## config.mk

```make
export PLATFORM = sky130hd
export DESIGN_NAME = hazard_scoreboard_flat
export DESIGN_NICKNAME = d
export VERILOG_FILES = /design/src/rtl/hazard_scoreboard_pkg.sv /design/src/rtl/hazard_scoreboard_if.sv /design/src/rtl/hazard_scoreboard_sb_counter.sv /design/src/rtl/hazard_scoreboard.sv /design/src/flat_wrapper.sv
export SDC_FILE = /design/constraint.sdc
export NUM_CORES = 1
export LEC_CHECK = 0
export ABC_AREA = 0
export BUFFER_PORTS_ARGS = -buffer_cell sky130_fd_sc_hd__buf_2
export CORE_MARGIN = 1.5
export CORE_UTILIZATION = 50
export CTS_CLUSTER_SIZE = 10
export DETAILED_ROUTE_END_ITERATION = 7
export PLACE_DENSITY = 0.74
export SYNTH_ARGS = -nofsm -noshare
export SYNTH_HDL_FRONTEND = slang
export SYNTH_SLANG_ARGS = --single-unit
```

## constraint.sdc

```tcl
create_clock -name clk -period 3.5 [get_ports clk]
set_clock_uncertainty 0.05 [all_clocks]
set_input_delay 0.525 -clock clk [delete_from_list [all_inputs] [get_ports clk]]
set_output_delay 0.525 -clock clk [all_outputs]
set_load 0.03 [all_outputs]
```

## src/rtl/hazard_scoreboard_pkg.sv

```systemverilog
// Shared definitions for the hazard scoreboard: FSM encodings and the
// register indices decode and the MDU use for HI/LO.
package hazard_scoreboard_pkg;

  typedef enum logic {
    ST_RUN   = 1'b0,
    ST_DRAIN = 1'b1
  } sb_state_t;

  localparam int REG_HI = 32;
  localparam int REG_LO = 33;

  // Width of a per-register pending-write counter that must reach max_pend.
  function automatic int cnt_width(input int max_pend);
    return (max_pend < 1) ? 1 : $clog2(max_pend + 1);
  endfunction

endpackage

```

## src/rtl/hazard_scoreboard_if.sv

```systemverilog
// ID-stage <-> scoreboard signal bundle; master is the ID stage, slave the
// scoreboard.
interface hazard_scoreboard_if #(
  parameter int REG_AW = 6
) ();

  logic              issue_valid;
  logic [REG_AW-1:0] rs_addr;
  logic [REG_AW-1:0] rt_addr;
  logic              rs_used;
  logic              rt_used;
  logic              wr_en;
  logic [REG_AW-1:0] wr_addr;
  logic              wb_valid;
  logic [REG_AW-1:0] wb_addr;
  logic              flush;
  logic              stall_issue;
  logic              fwd_a;
  logic              fwd_b;
  logic              pending_any;
  logic              sb_err;
  logic [31:0]       stall_cycles;

  modport master (
    output issue_valid, rs_addr, rt_addr, rs_used, rt_used,
    output wr_en, wr_addr, wb_valid, wb_addr, flush,
    input  stall_issue, fwd_a, fwd_b, pending_any, sb_err, stall_cycles
  );

  modport slave (
    input  issue_valid, rs_addr, rt_addr, rs_used, rt_used,
    input  wr_en, wr_addr, wb_valid, wb_addr, flush,
    output stall_issue, fwd_a, fwd_b, pending_any, sb_err, stall_cycles
  );

endinterface

```

## src/rtl/hazard_scoreboard_sb_counter.sv

```systemverilog
// Saturating up/down counter of outstanding writes to one register.
// Simultaneous inc and dec cancel; clr wins over both.
module sb_counter #(
  parameter int MAX_PEND = 3,
  parameter int CNT_W    = 2
) (
  input  logic clk,
  input  logic rst,
  input  logic inc,
  input  logic dec,
  input  logic clr,
  output logic zero,
  output logic one,
  output logic full
);

  localparam logic [CNT_W-1:0] FULL_VAL = CNT_W'(MAX_PEND);
  localparam logic [CNT_W-1:0] ONE_VAL  = CNT_W'(1);

  logic [CNT_W-1:0] count_reg;

  always_ff @(posedge clk or posedge rst) begin
    if (rst) begin
      count_reg <= '0;
    end else if (clr) begin
      count_reg <= '0;
    end else if (inc && !dec && count_reg != FULL_VAL) begin
      count_reg <= count_reg + ONE_VAL;
    end else if (dec && !inc && count_reg != '0) begin
      count_reg <= count_reg - ONE_VAL;
    end
  end

  assign zero = (count_reg == '0);
  assign one  = (count_reg == ONE_VAL);
  assign full = (count_reg == FULL_VAL);

endmodule

```

## src/rtl/hazard_scoreboard.sv

```systemverilog
// Scoreboard hazard controller beside ID: per-register pending-write counts,
// issue gating with same-cycle WB wakeup, post-flush drain, stall counter.
module hazard_scoreboard
  import hazard_scoreboard_pkg::*;
#(
  parameter int NREG         = 34,
  parameter int REG_AW       = 6,
  parameter int MAX_PEND     = 3,
  parameter int DRAIN_CYCLES = 4
) (
  input  logic          clk,
  input  logic          rst,
  hazard_scoreboard_if.slave sb
);

  localparam int CNT_W   = cnt_width(MAX_PEND);
  localparam int DRAIN_W = (DRAIN_CYCLES > 1) ? $clog2(DRAIN_CYCLES) : 1;
  localparam logic [DRAIN_W-1:0] DRAIN_LOAD = DRAIN_W'(DRAIN_CYCLES - 1);

  // Out-of-range addresses alias to $0 so they are never tracked.
  function automatic logic [REG_AW-1:0] norm(input logic [REG_AW-1:0] a);
    return (int'(a) < NREG) ? a : '0;
  endfunction

  logic [REG_AW-1:0] rs_eff, rt_eff, wr_eff, wb_eff;
  logic [NREG-1:0]   zero_vec, one_vec, full_vec;
  logic [NREG-1:1]   inc_vec, dec_vec;

  sb_state_t          state_reg, state_next;
  logic [DRAIN_W-1:0] drain_reg, drain_next;
  logic               sb_err_reg;
  logic [31:0]        stall_cnt_reg;

  logic wb_hit_rs, wb_hit_rt, wb_hit_wr;
  logic hz_a, hz_b, waw;
  logic stall, issue_fire, retire_ok;

  assign rs_eff = norm(sb.rs_addr);
  assign rt_eff = norm(sb.rt_addr);
  assign wr_eff = norm(sb.wr_addr);
  assign wb_eff = norm(sb.wb_addr);

  // Entry 0 is the hardwired zero register: permanently empty.
  assign zero_vec[0] = 1'b1;
  assign one_vec[0]  = 1'b0;
  assign full_vec[0] = 1'b0;

  generate
    for (genvar gi = 1; gi < NREG; gi++) begin : g_entry
      assign inc_vec[gi] = issue_fire & sb.wr_en & (wr_eff == REG_AW'(gi));
      assign dec_vec[gi] = retire_ok & (wb_eff == REG_AW'(gi)) & ~zero_vec[gi];

      sb_counter #(
        .MAX_PEND (MAX_PEND),
        .CNT_W    (CNT_W)
      ) u_cnt (
        .clk  (clk),
        .rst  (rst),
        .inc  (inc_vec[gi]),
        .dec  (dec_vec[gi]),
        .clr  (sb.flush),
        .zero (zero_vec[gi]),
        .one  (one_vec[gi]),
        .full (full_vec[gi])
      );
    end
  endgenerate

  assign wb_hit_rs = sb.wb_valid & (wb_eff == rs_eff);
  assign wb_hit_rt = sb.wb_valid & (wb_eff == rt_eff);
  assign wb_hit_wr = sb.wb_valid & (wb_eff == wr_eff);

  // A single outstanding write retiring this cycle is satisfied via the WB bus.
  assign hz_a = sb.rs_used & (rs_eff != '0) & ~zero_vec[rs_eff]
              & ~(one_vec[rs_eff] & wb_hit_rs);
  assign hz_b = sb.rt_used & (rt_eff != '0) & ~zero_vec[rt_eff]
              & ~(one_vec[rt_eff] & wb_hit_rt);
  assign waw  = sb.wr_en & (wr_eff != '0) & full_vec[wr_eff] & ~wb_hit_wr;

  assign stall      = (state_reg == ST_DRAIN) | sb.flush | hz_a | hz_b | waw;
  assign issue_fire = sb.issue_valid & ~stall;
  assign retire_ok  = sb.wb_valid & (state_reg == ST_RUN) & ~sb.flush;

  assign sb.stall_issue  = stall;
  assign sb.fwd_a        = sb.rs_used & (rs_eff != '0) & wb_hit_rs;
  assign sb.fwd_b        = sb.rt_used & (rt_eff != '0) & wb_hit_rt;
  assign sb.pending_any  = ~(&zero_vec);
  assign sb.sb_err       = sb_err_reg;
  assign sb.stall_cycles = stall_cnt_reg;

  always_ff @(posedge clk or posedge rst) begin
    if (rst) begin
      state_reg <= ST_RUN;
      drain_reg <= '0;
    end else begin
      state_reg <= state_next;
      drain_reg <= drain_next;
    end
  end

  always_comb begin
    state_next = state_reg;
    drain_next = drain_reg;
    case (state_reg)
      ST_RUN: begin
        if (sb.flush) begin
          state_next = ST_DRAIN;
          drain_next = DRAIN_LOAD;
        end
      end
      ST_DRAIN: begin
        if (sb.flush) begin
          drain_next = DRAIN_LOAD;
        end else if (drain_reg == '0) begin
          state_next = ST_RUN;
        end else begin
          drain_next = drain_reg - 1'b1;
        end
      end
      default: begin
        state_next = ST_RUN;
        drain_next = '0;
      end
    endcase
  end

  always_ff @(posedge clk or posedge rst) begin
    if (rst) begin
      sb_err_reg    <= 1'b0;
      stall_cnt_reg <= '0;
    end else begin
      if (retire_ok && wb_eff != '0 && zero_vec[wb_eff]) begin
        sb_err_reg <= 1'b1;
      end
      if (sb.issue_valid && stall && stall_cnt_reg != 32'hFFFF_FFFF) begin
        stall_cnt_reg <= stall_cnt_reg + 32'd1;
      end
    end
  end

endmodule

```

## src/flat_wrapper.sv

```systemverilog
// flat-port wrapper written by rule: the top's interface ports become plain ports
module hazard_scoreboard_flat import hazard_scoreboard_pkg::*;
#(
  parameter int NREG         = 34,
  parameter int REG_AW       = 6,
  parameter int MAX_PEND     = 3,
  parameter int DRAIN_CYCLES = 4
)
  (clk, rst, sb_issue_valid, sb_rs_addr, sb_rt_addr, sb_rs_used, sb_rt_used, sb_wr_en, sb_wr_addr, sb_wb_valid, sb_wb_addr, sb_flush, sb_stall_issue, sb_fwd_a, sb_fwd_b, sb_pending_any, sb_sb_err, sb_stall_cycles);
  hazard_scoreboard_if #(.REG_AW(REG_AW)) sb_i ();
  input  logic clk;
  input  logic rst;
  input wire logic [$bits(sb_i.issue_valid)-1:0] sb_issue_valid;
  input wire logic [$bits(sb_i.rs_addr)-1:0] sb_rs_addr;
  input wire logic [$bits(sb_i.rt_addr)-1:0] sb_rt_addr;
  input wire logic [$bits(sb_i.rs_used)-1:0] sb_rs_used;
  input wire logic [$bits(sb_i.rt_used)-1:0] sb_rt_used;
  input wire logic [$bits(sb_i.wr_en)-1:0] sb_wr_en;
  input wire logic [$bits(sb_i.wr_addr)-1:0] sb_wr_addr;
  input wire logic [$bits(sb_i.wb_valid)-1:0] sb_wb_valid;
  input wire logic [$bits(sb_i.wb_addr)-1:0] sb_wb_addr;
  input wire logic [$bits(sb_i.flush)-1:0] sb_flush;
  output wire logic [$bits(sb_i.stall_issue)-1:0] sb_stall_issue;
  output wire logic [$bits(sb_i.fwd_a)-1:0] sb_fwd_a;
  output wire logic [$bits(sb_i.fwd_b)-1:0] sb_fwd_b;
  output wire logic [$bits(sb_i.pending_any)-1:0] sb_pending_any;
  output wire logic [$bits(sb_i.sb_err)-1:0] sb_sb_err;
  output wire logic [$bits(sb_i.stall_cycles)-1:0] sb_stall_cycles;
  assign sb_i.issue_valid = sb_issue_valid;
  assign sb_i.rs_addr = sb_rs_addr;
  assign sb_i.rt_addr = sb_rt_addr;
  assign sb_i.rs_used = sb_rs_used;
  assign sb_i.rt_used = sb_rt_used;
  assign sb_i.wr_en = sb_wr_en;
  assign sb_i.wr_addr = sb_wr_addr;
  assign sb_i.wb_valid = sb_wb_valid;
  assign sb_i.wb_addr = sb_wb_addr;
  assign sb_i.flush = sb_flush;
  assign sb_stall_issue = sb_i.stall_issue;
  assign sb_fwd_a = sb_i.fwd_a;
  assign sb_fwd_b = sb_i.fwd_b;
  assign sb_pending_any = sb_i.pending_any;
  assign sb_sb_err = sb_i.sb_err;
  assign sb_stall_cycles = sb_i.stall_cycles;
  hazard_scoreboard #(.NREG(NREG), .REG_AW(REG_AW), .MAX_PEND(MAX_PEND), .DRAIN_CYCLES(DRAIN_CYCLES)) u_core (.clk(clk), .rst(rst), .sb(sb_i));
endmodule
```

# ---- Word level (Yosys, flattened, before mapping)
# Index checks and enable logic that the tools add are counted.
dict set report totals {
  input_bits 32
  wordCells 880
  output_inout_bits 37
  latch_bits 0
  ff_bits 102
  mem_bits_ro 0
  ramBits 0
  mem_count 0
}
dict set report classes {
  n_addsub 68
  bitwise_logic 165
  shift 0
  n_eq_ne 171
  div 0
  muxes 123
  n_mul 0
  n_lt_le_gt_ge 8
  reduce_logical 308
}
# operator n
set op_table {}
lappend op_table {{$mux 2} 102}
lappend op_table {{$eq 6x5->1 const B} 32}
lappend op_table {{$logic_and 1x1->1} 136}
lappend op_table {{$and 1x1->1} 119}
lappend op_table {{$reduce_bool 3->1} 33}
lappend op_table {{$eq 6x4->1 const B} 16}
lappend op_table {{$logic_not 2->1} 34}
lappend op_table {{$ne 2x2->1 const B} 34}
lappend op_table {{$sub 2x1->2 const B} 34}
lappend op_table {{$add 2x1->2 const B} 33}
lappend op_table {{$eq 2x1->1 const B} 33}
lappend op_table {{$eq 2x2->1 const B} 33}
lappend op_table {{$logic_not 1->1} 66}
lappend op_table {{$reduce_bool 2->1} 33}
lappend op_table {{$eq 6x3->1 const B} 8}
lappend op_table {{$not 1->1} 42}
lappend op_table {{$bmux 1 s6} 6}
lappend op_table {{$reduce_and 33->1} 1}
lappend op_table {{$add 32x1->32 const B} 1}
lappend op_table {{$ne 32x32->1 const B} 1}
lappend op_table {{$lt 6x7->1 const B} 4}
lappend op_table {{$eq 6x2->1 const B} 4}
lappend op_table {{$eq 6x6->1 const B} 4}
lappend op_table {{$lt 6x6->1 const B} 4}
lappend op_table {{other kinds (10)} 30}

# ---- Longest topological paths before layout
dict set report logic_depth {
  ltp_word 20
  ltp_mapped 15
  ltp_nobuf 12
}

# ---- By module
# A second synthesis with hierarchy kept.
dict set report hier_totals {
  hier_cells 1278
  hier_area_um2 10744.1
}
# mod area_each_um2 cells_each instances
set by_module_without_submodules {}
lappend by_module_without_submodules {hazard_scoreboard 5376.4 717 1}
lappend by_module_without_submodules {sb_counter 162.7 17 33}

# ---- Worst setup path after synthesis
# OpenSTA, ideal clock, no wires.
dict set report synth_path {
  path_kind {input -> register}
  startpoint {input port sb_rt_addr[3]}
  endpoint {register u_core.g_entry[20].u_cnt.count_reg[1]}
  setup_slack_ps 13
  path_stages 11
  arrival_time_ps 3316
  required_time_ps 3330
  cell_sequence {buf_2 -> or4_4 -> a21oi_2 -> o32ai_1 -> a211o_1 -> a2111oi_4 -> nor3_2 -> or4_1 -> clkbuf_2 -> or4_1 -> o211a_1}
}
dict set report synth_between {
  elab_chain_cells 17
  elab_cells_between_ends 29
  classes_between {1 x order compare; 1 x eq/ne; 7 x mux; 13 x bitwise; 7 x reduce/logical}
}
# item line_no
set synth_lines {}
lappend synth_lines {{start: declaration} flat_wrapper.sv:15} ;# input wire logic [$bits(sb_i.rt_addr)-1:0] sb_rt_addr;
lappend synth_lines {{$lt 6x6->1} hazard_scoreboard.sv:22} ;# return (int'(a) < NREG) ? a : '0;
lappend synth_lines {{$mux 6 (*)} hazard_scoreboard.sv:22}
lappend synth_lines {{$bmux 1 s6 (tied with other cells)} hazard_scoreboard.sv:76} ;# assign hz_b = sb.rt_used & (rt_eff != '0) & ~zero_vec[rt_eff]
lappend synth_lines {{$mux 1 (not written as such) (tied with other cells)} hazard_scoreboard.sv:76}
lappend synth_lines {{$not 1->1 / $and 1x1->1 (equally long branches)} {hazard_scoreboard.sv:76, hazard_scoreboard.sv:77}}
lappend synth_lines {{$and 1x1->1 / $not 1->1 (equally long branches)} {hazard_scoreboard.sv:76, hazard_scoreboard.sv:77}}
lappend synth_lines {{$and 1x1->1 (*)} hazard_scoreboard.sv:77} ;# & ~(one_vec[rt_eff] & wb_hit_rt);
lappend synth_lines {{$or 1x1->1 (*) (2 in series)} hazard_scoreboard.sv:80} ;# assign stall = (state_reg == ST_DRAIN) | sb.flush | hz_a | hz_b | waw;
lappend synth_lines {{$not 1->1 (*)} hazard_scoreboard.sv:81} ;# assign issue_fire = sb.issue_valid & ~stall;
lappend synth_lines {{$and 1x1->1 (*)} hazard_scoreboard.sv:81}
lappend synth_lines {{$and 1x1->1 (*) (2 in series)} hazard_scoreboard.sv:50} ;# assign inc_vec[gi] = issue_fire & sb.wr_en & (wr_eff == REG_AW'(gi));
lappend synth_lines {{$logic_and 1x1->1 / $logic_not 1->1 (equally long branches)} {hazard_scoreboard_sb_counter.sv:27, hazard_scoreboard_sb_counter.sv:29}}
lappend synth_lines {{$logic_and 1x1->1 (on tied branches)} {hazard_scoreboard_sb_counter.sv:27, hazard_scoreboard_sb_counter.sv:29}}
lappend synth_lines {{$mux 2 / $logic_and 1x1->1 (equally long branches)} {hazard_scoreboard_sb_counter.sv:27, hazard_scoreboard_sb_counter.sv:29}}
lappend synth_lines {{$mux 2 / $reduce_bool 3->1 (equally long branches)} -}
lappend synth_lines {{end signal: assignment} hazard_scoreboard_sb_counter.sv:28} ;# count_reg <= count_reg + ONE_VAL;
lappend synth_lines {{end signal: assignment} hazard_scoreboard_sb_counter.sv:30} ;# count_reg <= count_reg - ONE_VAL;
lappend synth_lines {{end: declaration} hazard_scoreboard_sb_counter.sv:20} ;# logic [CNT_W-1:0] count_reg;
# Every way passes the cells marked *; elsewhere a longest branch is shown, timed or not. The select of a mux whose other input is x is not followed.
# A chain may end at the register's enable or synchronous reset.

# ---- Worst setup path in the final report
dict set report layout_path {
  startpoint {register u_core.g_entry[30].u_cnt.count_reg[0]}
  endpoint {output port sb_stall_issue}
}
dict set report layout_between {
  elab_chain_cells 9
  elab_cells_between_ends 28
  classes_between {2 x eq/ne; 10 x mux; 15 x bitwise; 1 x reduce/logical}
}
# item line_no
set layout_lines {}
lappend layout_lines {{start: declaration} hazard_scoreboard_sb_counter.sv:20}
lappend layout_lines {{start signal: assignment} hazard_scoreboard_sb_counter.sv:28}
lappend layout_lines {{start signal: assignment} hazard_scoreboard_sb_counter.sv:30}
lappend layout_lines {{$eq 2x1->1 / $logic_not 2->1 (equally long branches)} {hazard_scoreboard_sb_counter.sv:35, hazard_scoreboard_sb_counter.sv:34}}
lappend layout_lines {{$bmux 1 s6 (on tied branches)} {hazard_scoreboard.sv:75, hazard_scoreboard.sv:74}}
lappend layout_lines {{$mux 1 (on tied branches)} {hazard_scoreboard.sv:75, hazard_scoreboard.sv:74}}
lappend layout_lines {{$and 1x1->1 / $not 1->1 (equally long branches)} {hazard_scoreboard.sv:75, hazard_scoreboard.sv:74}}
lappend layout_lines {{$not 1->1 / $and 1x1->1 (equally long branches)} {hazard_scoreboard.sv:75, hazard_scoreboard.sv:74}}
lappend layout_lines {{$and 1x1->1} hazard_scoreboard.sv:75} ;# & ~(one_vec[rs_eff] & wb_hit_rs);
lappend layout_lines {{$or 1x1->1 (2 in series)} hazard_scoreboard.sv:80}
lappend layout_lines {{$or 1x1->1 (*)} hazard_scoreboard.sv:80}
lappend layout_lines {{end: declaration} flat_wrapper.sv:23} ;# output wire logic [$bits(sb_i.stall_issue)-1:0] sb_stall_issue;
# Marks and branches as above.

==> results summary <==
Once placement completed, the tool counted placed cells totaling about 1900. For the finished layout, the period the worst path requires is 3.71 ns. The tree is rooted in a sky130_fd_sc_hd__clkbuf_16. The critical path goes through inv_2, ha_4, or2_4, mux4_2, a311oi_2, o21ai_1, o32a_1, o211ai_4, nor2_2, inv_2, buf_6. The worst setup path is launched from a flip-flop. The setup slack on the worst flop-to-flop path is -0.18 ns. The count of synthesis-stage warnings from yosys is 0. The share of the Yosys chip area taken by registers is 23.1%. The overall power after layout is 0.00373 W. The overall die area came out at 23000 um2.

The detail-routed via count per cell came out at between 6 and 7. The static leakage came out at 6.46 nW. The dominant cell type by area after synthesis is sky130_fd_sc_hd__dfrtp_1. The fraction of synthesized cell area in xor and xnor cells is under 10%. Counting flops with an async set or reset pin after synthesis yields a share of 100%. The aggregate global routing overflow came out at 0.

The total buffers and inverters traversed by the critical path came out at 3. The via count of the first global-routing pass is 11482. The count of input and output buffers came out at just under 70. In the synthesized netlist the dominant register cell turns out to be sky130_fd_sc_hd__dfrtp_1. The footprint of the flip-flops and latches is 2550 um2. Setup repair after global routing could not meet its margin everywhere. The worst register-to-register path ends at u_core.g_entry[20].u_cnt.count_reg[1]. The initial DRC count is 1705. The endpoint arrival time on the critical path is approximately 3.1 ns. The total clock buffers created by CTS came out at 9. The share of cells above drive strength 1 is about a third. The basic-gate share of the synthesized area counting and, or, nand and nor cells came out at 25.6%. The max capacitance violation total is 0. The number of nets in the synthesized netlist is 1497. The biggest cell delay along the critical path is slightly above 0.5 ns.

The overall via count from detail_route came out at 12557. Summed over all nets, the half-perimeter wirelength after detailed placement is 34400 um. The clock network burns 29.3% of the power.

TritonCTS built the clock tree. The repair_antennas step left the layout with diodes totalling 0. The worst register-to-register path begins at u_core.g_entry[13].u_cnt.count_reg[1]. The area of combinational cells with multiple inputs came out at 8540 um2. The number of sinks on the clock net came out at 102.

The hold violation count in the final report came out at 0. The maximum ir drop on the vdd rail came out at 0.590 mV. The max-slew violation count is 0. The placeable core region is between 20000 and 25000 um2. The largest family of logic cells by synthesized area is simple AND/OR/NAND/NOR gates. In this run the worst setup path begins at u_core.g_entry[30].u_cnt.count_reg[0]. The worst-case headroom to the max-slew limit is 37.3%.

The fraction of synthesized cell area taken by the top area cell type came out at 23.1%. For the final routed database, the setup TNS stands at -3.26 ns. The filler cell count in the final layout came out at 1740. The clock input transition at the sequential cells of the worst setup and hold paths came out at approximately 0.09 ns. The post-synthesis sequential element count is 102. After the last flow step, the layout net total stands at between 1500 and 2000. The share of power burned in combinational logic came out at 35.2%.

The complex-gate fraction of the synthesized area came out at about a fifth. The sequential power share is 35.5%. The share of the clock period used by the worst path is 106%. The net switching power is around 0.0015 W.

The maximum net fanout on the critical path came out at 2. Ranked by total cell area, the synthesized netlist is headed by sky130_fd_sc_hd__dfrtp_1 (23%), sky130_fd_sc_hd__ha_1 (11%), sky130_fd_sc_hd__mux2i_1 (5.4%). The classification of the worst-slack hold path is in2async. The run finished, with violations left.

The synthesized netlist occupies a cell area of 11000 um2. The starting density of the core is 50.7%. The required time of the worst setup path came out at approximately 3 ns. The overall fraction of global-route tracks in use is 38.7%.

The setup slack after layout is -0.208 ns. The number of optimization iterations in the first detailed-route pass came out at 6. The die is 152 um wide. The maximum buffer depth of the clock tree came out at 2. The checks that failed: setup timing. The signed area change from the synthesized netlist to the final layout came out at 32.9%. The internal power summed over all cells is 0.00227 W. At the pin with the least slew margin, the transition time is slightly above 0.9 ns. Dividing the detail-routed wire length by the instance count gives 24.7 um.

The synthesized area divided by synthesized cell count came out at 8.09 um2. In the routed design, unresolved DRC markers number 0. The net switching fraction of the power came out at 39.1%. In the synthesized netlist, mux cells make up roughly 11% of the area. The synthesized instance count is 1364. The netlist uses 83 different library cells. The routed wire length is 47000 um. The count of non-filler cells in the finished layout is ~1900. The clock insertion delay at the later pin of the skew report is around 0.37 ns. The number of failing setup endpoints in the final timing report came out at 58. The pin count of the biggest net entering global routing came out at 73. The cell with the most instances after synthesis is sky130_fd_sc_hd__nor2_1. The number of antenna violations at the first check in global routing is 0. The element type at the critical path end is an output pin. The maximum achievable frequency came out at ~0.27 GHz.

The final cell utilization of the core is 67.4%. The cell seen most often among critical-path stages is sky130_fd_sc_hd__inv_2. The congestion estimate from routability-driven global placement came to between 1 and 1.5. The flip-flop count of the largest register, all copies and words added came out at 66. The number of cells traversed by the worst register-to-register path is 11.

The number of nets still failing antenna checks after routing is 0. The areal power density over the cells came out at 254 nW/um2. The master of the slowest instance on the critical path is sky130_fd_sc_hd__mux4_2. Yosys mapped a number of flops with a built-in enable equal to 0. The first-pass GRT wire length came out at 66600 um. The overall die height is 152 um. The critical path is of the reg2out type. After synthesis, the most frequently instantiated cells are sky130_fd_sc_hd__nor2_1 (133), sky130_fd_sc_hd__dfrtp_1 (102), sky130_fd_sc_hd__ha_1 (101). The depth of the CTS H-tree came out at 3. The share of synthesized cell area in full adder, half adder and majority cells is 11.5%. Grouping stages by cell kind, the critical path spends the most delay in compound AO/OA/AOI/OAI gates. 69 I/O pins were placed. After floorplanning, the core was divided into 54 placement rows.
## how the worst max path moves through the flow
| stage | slack, ns | end | cells after the start |
|---|---|---|---|
| 2_1_floorplan | 0.01 | u_core.g_entry[20].u_cnt.count_reg[1] | 11 |
| 3_3_place_gp | -0.52 | u_core.g_entry[10].u_cnt.count_reg[0] | 12 |
| 3_5_place_dp | -0.44 | u_core.g_entry[10].u_cnt.count_reg[0] | 12 |
| 4_1_cts | -0.13 | sb_stall_issue | 11 |
| 5_1_grt | -0.29 | sb_stall_issue | 11 |
| 6_report | -0.21 | sb_stall_issue | 11 |
## power groups by stage
stage               clock network [W]  registers [W]  logic, W
floorplan                           0        0.00140  0.000583
global placement                    0        0.00133   0.00112
detailed placement                  0        0.00134   0.00113
CTS                           0.00110        0.00131   0.00114
global route                  0.00114        0.00133   0.00138
finish                        0.00109        0.00132   0.00131
## layout by cell type, fill, tap and decap left out, types with 12 or more instances in the layout
cell type / synthesis / routed
sky130_fd_sc_hd__nor2b_1: 29 / 27
sky130_fd_sc_hd__inv_1: 90 / 83
sky130_fd_sc_hd__xnor2_1: 32 / 28
sky130_fd_sc_hd__nor4_1: 25 / 22
sky130_fd_sc_hd__ha_2: 0 / 14
sky130_fd_sc_hd__buf_2: 30 / 67
sky130_fd_sc_hd__a31oi_1: 30 / 24
sky130_fd_sc_hd__nor3_1: 59 / 52
sky130_fd_sc_hd__nor2_1: 133 / 132
sky130_fd_sc_hd__mux2_2: 41 / 34
sky130_fd_sc_hd__buf_6: 1 / 16
sky130_fd_sc_hd__nand3_1: 56 / 35
sky130_fd_sc_hd__nand3_2: 0 / 12
sky130_fd_sc_hd__ha_1: 101 / 81
sky130_fd_sc_hd__nand2_1: 83 / 77
sky130_fd_sc_hd__mux2i_1: 60 / 56
sky130_fd_sc_hd__and3_1: 14 / 14
sky130_fd_sc_hd__nand2b_1: 26 / 25
sky130_fd_sc_hd__buf_4: 0 / 225
sky130_fd_sc_hd__buf_12: 0 / 13
sky130_fd_sc_hd__nand4_1: 50 / 50
sky130_fd_sc_hd__o21ai_0: 53 / 47
sky130_fd_sc_hd__dfrtp_1: 102 / 101
sky130_fd_sc_hd__a21oi_1: 62 / 53
## timing repair
action	CTS	global route
setup endpoints to repair	64	71
hold buffers	0	0
buffers inserted	2	14
gates cloned	0	3
pin swaps	8	35
gates resized for setup	18	171
## final cells by class
| cell class | count | share of cell area (%) |
|---|---|---|
| tap | 280 | 2.39 |
| clock inverter | 7 | 0.572 |
| multi-input combinational | 1088 | 58.2 |
| sequential | 102 | 17.4 |
| inverter | 90 | 2.32 |
| timing repair buffer | 327 | 17.6 |
| clock buffer | 9 | 1.54 |
## cells by family after synthesis
group,count (synthesis)
and+or+nand+nor,546
AOI/OAI and AO/OA,288
buffers and inverters,174
muxes,110
DFF,102
adders and majority gates,101
xor gates and xnor gates,43
## routing by layer
metal | up-vias | part of all wire, % | global-route usage (%)
met2 | 849 | 43 | 58.9
li1 | 5509 | - | -
met1 | 5979 | 39 | 50.7
met3 | 220 | 10 | 8.59
met5 | - | 0 | 0
met4 | 0 | 7.1 | 21.8
## through the flow
| step | hold slack (ns) | setup WS (ns) | instance area (um2) |
|---|---|---|---|
| detailed placement | 0.424 | -0.443 | 13300 |
| CTS | 0.289 | -0.132 | 13700 |
| finish | 0.252 | -0.208 | 14700 |
| global placement | 0.420 | -0.519 | 13300 |
| global route | 0.320 | -0.286 | 14700 |
| floorplan | 0.429 | 0.0131 | 11000 |
Note: power is estimated with default switching activity, not from simulation.
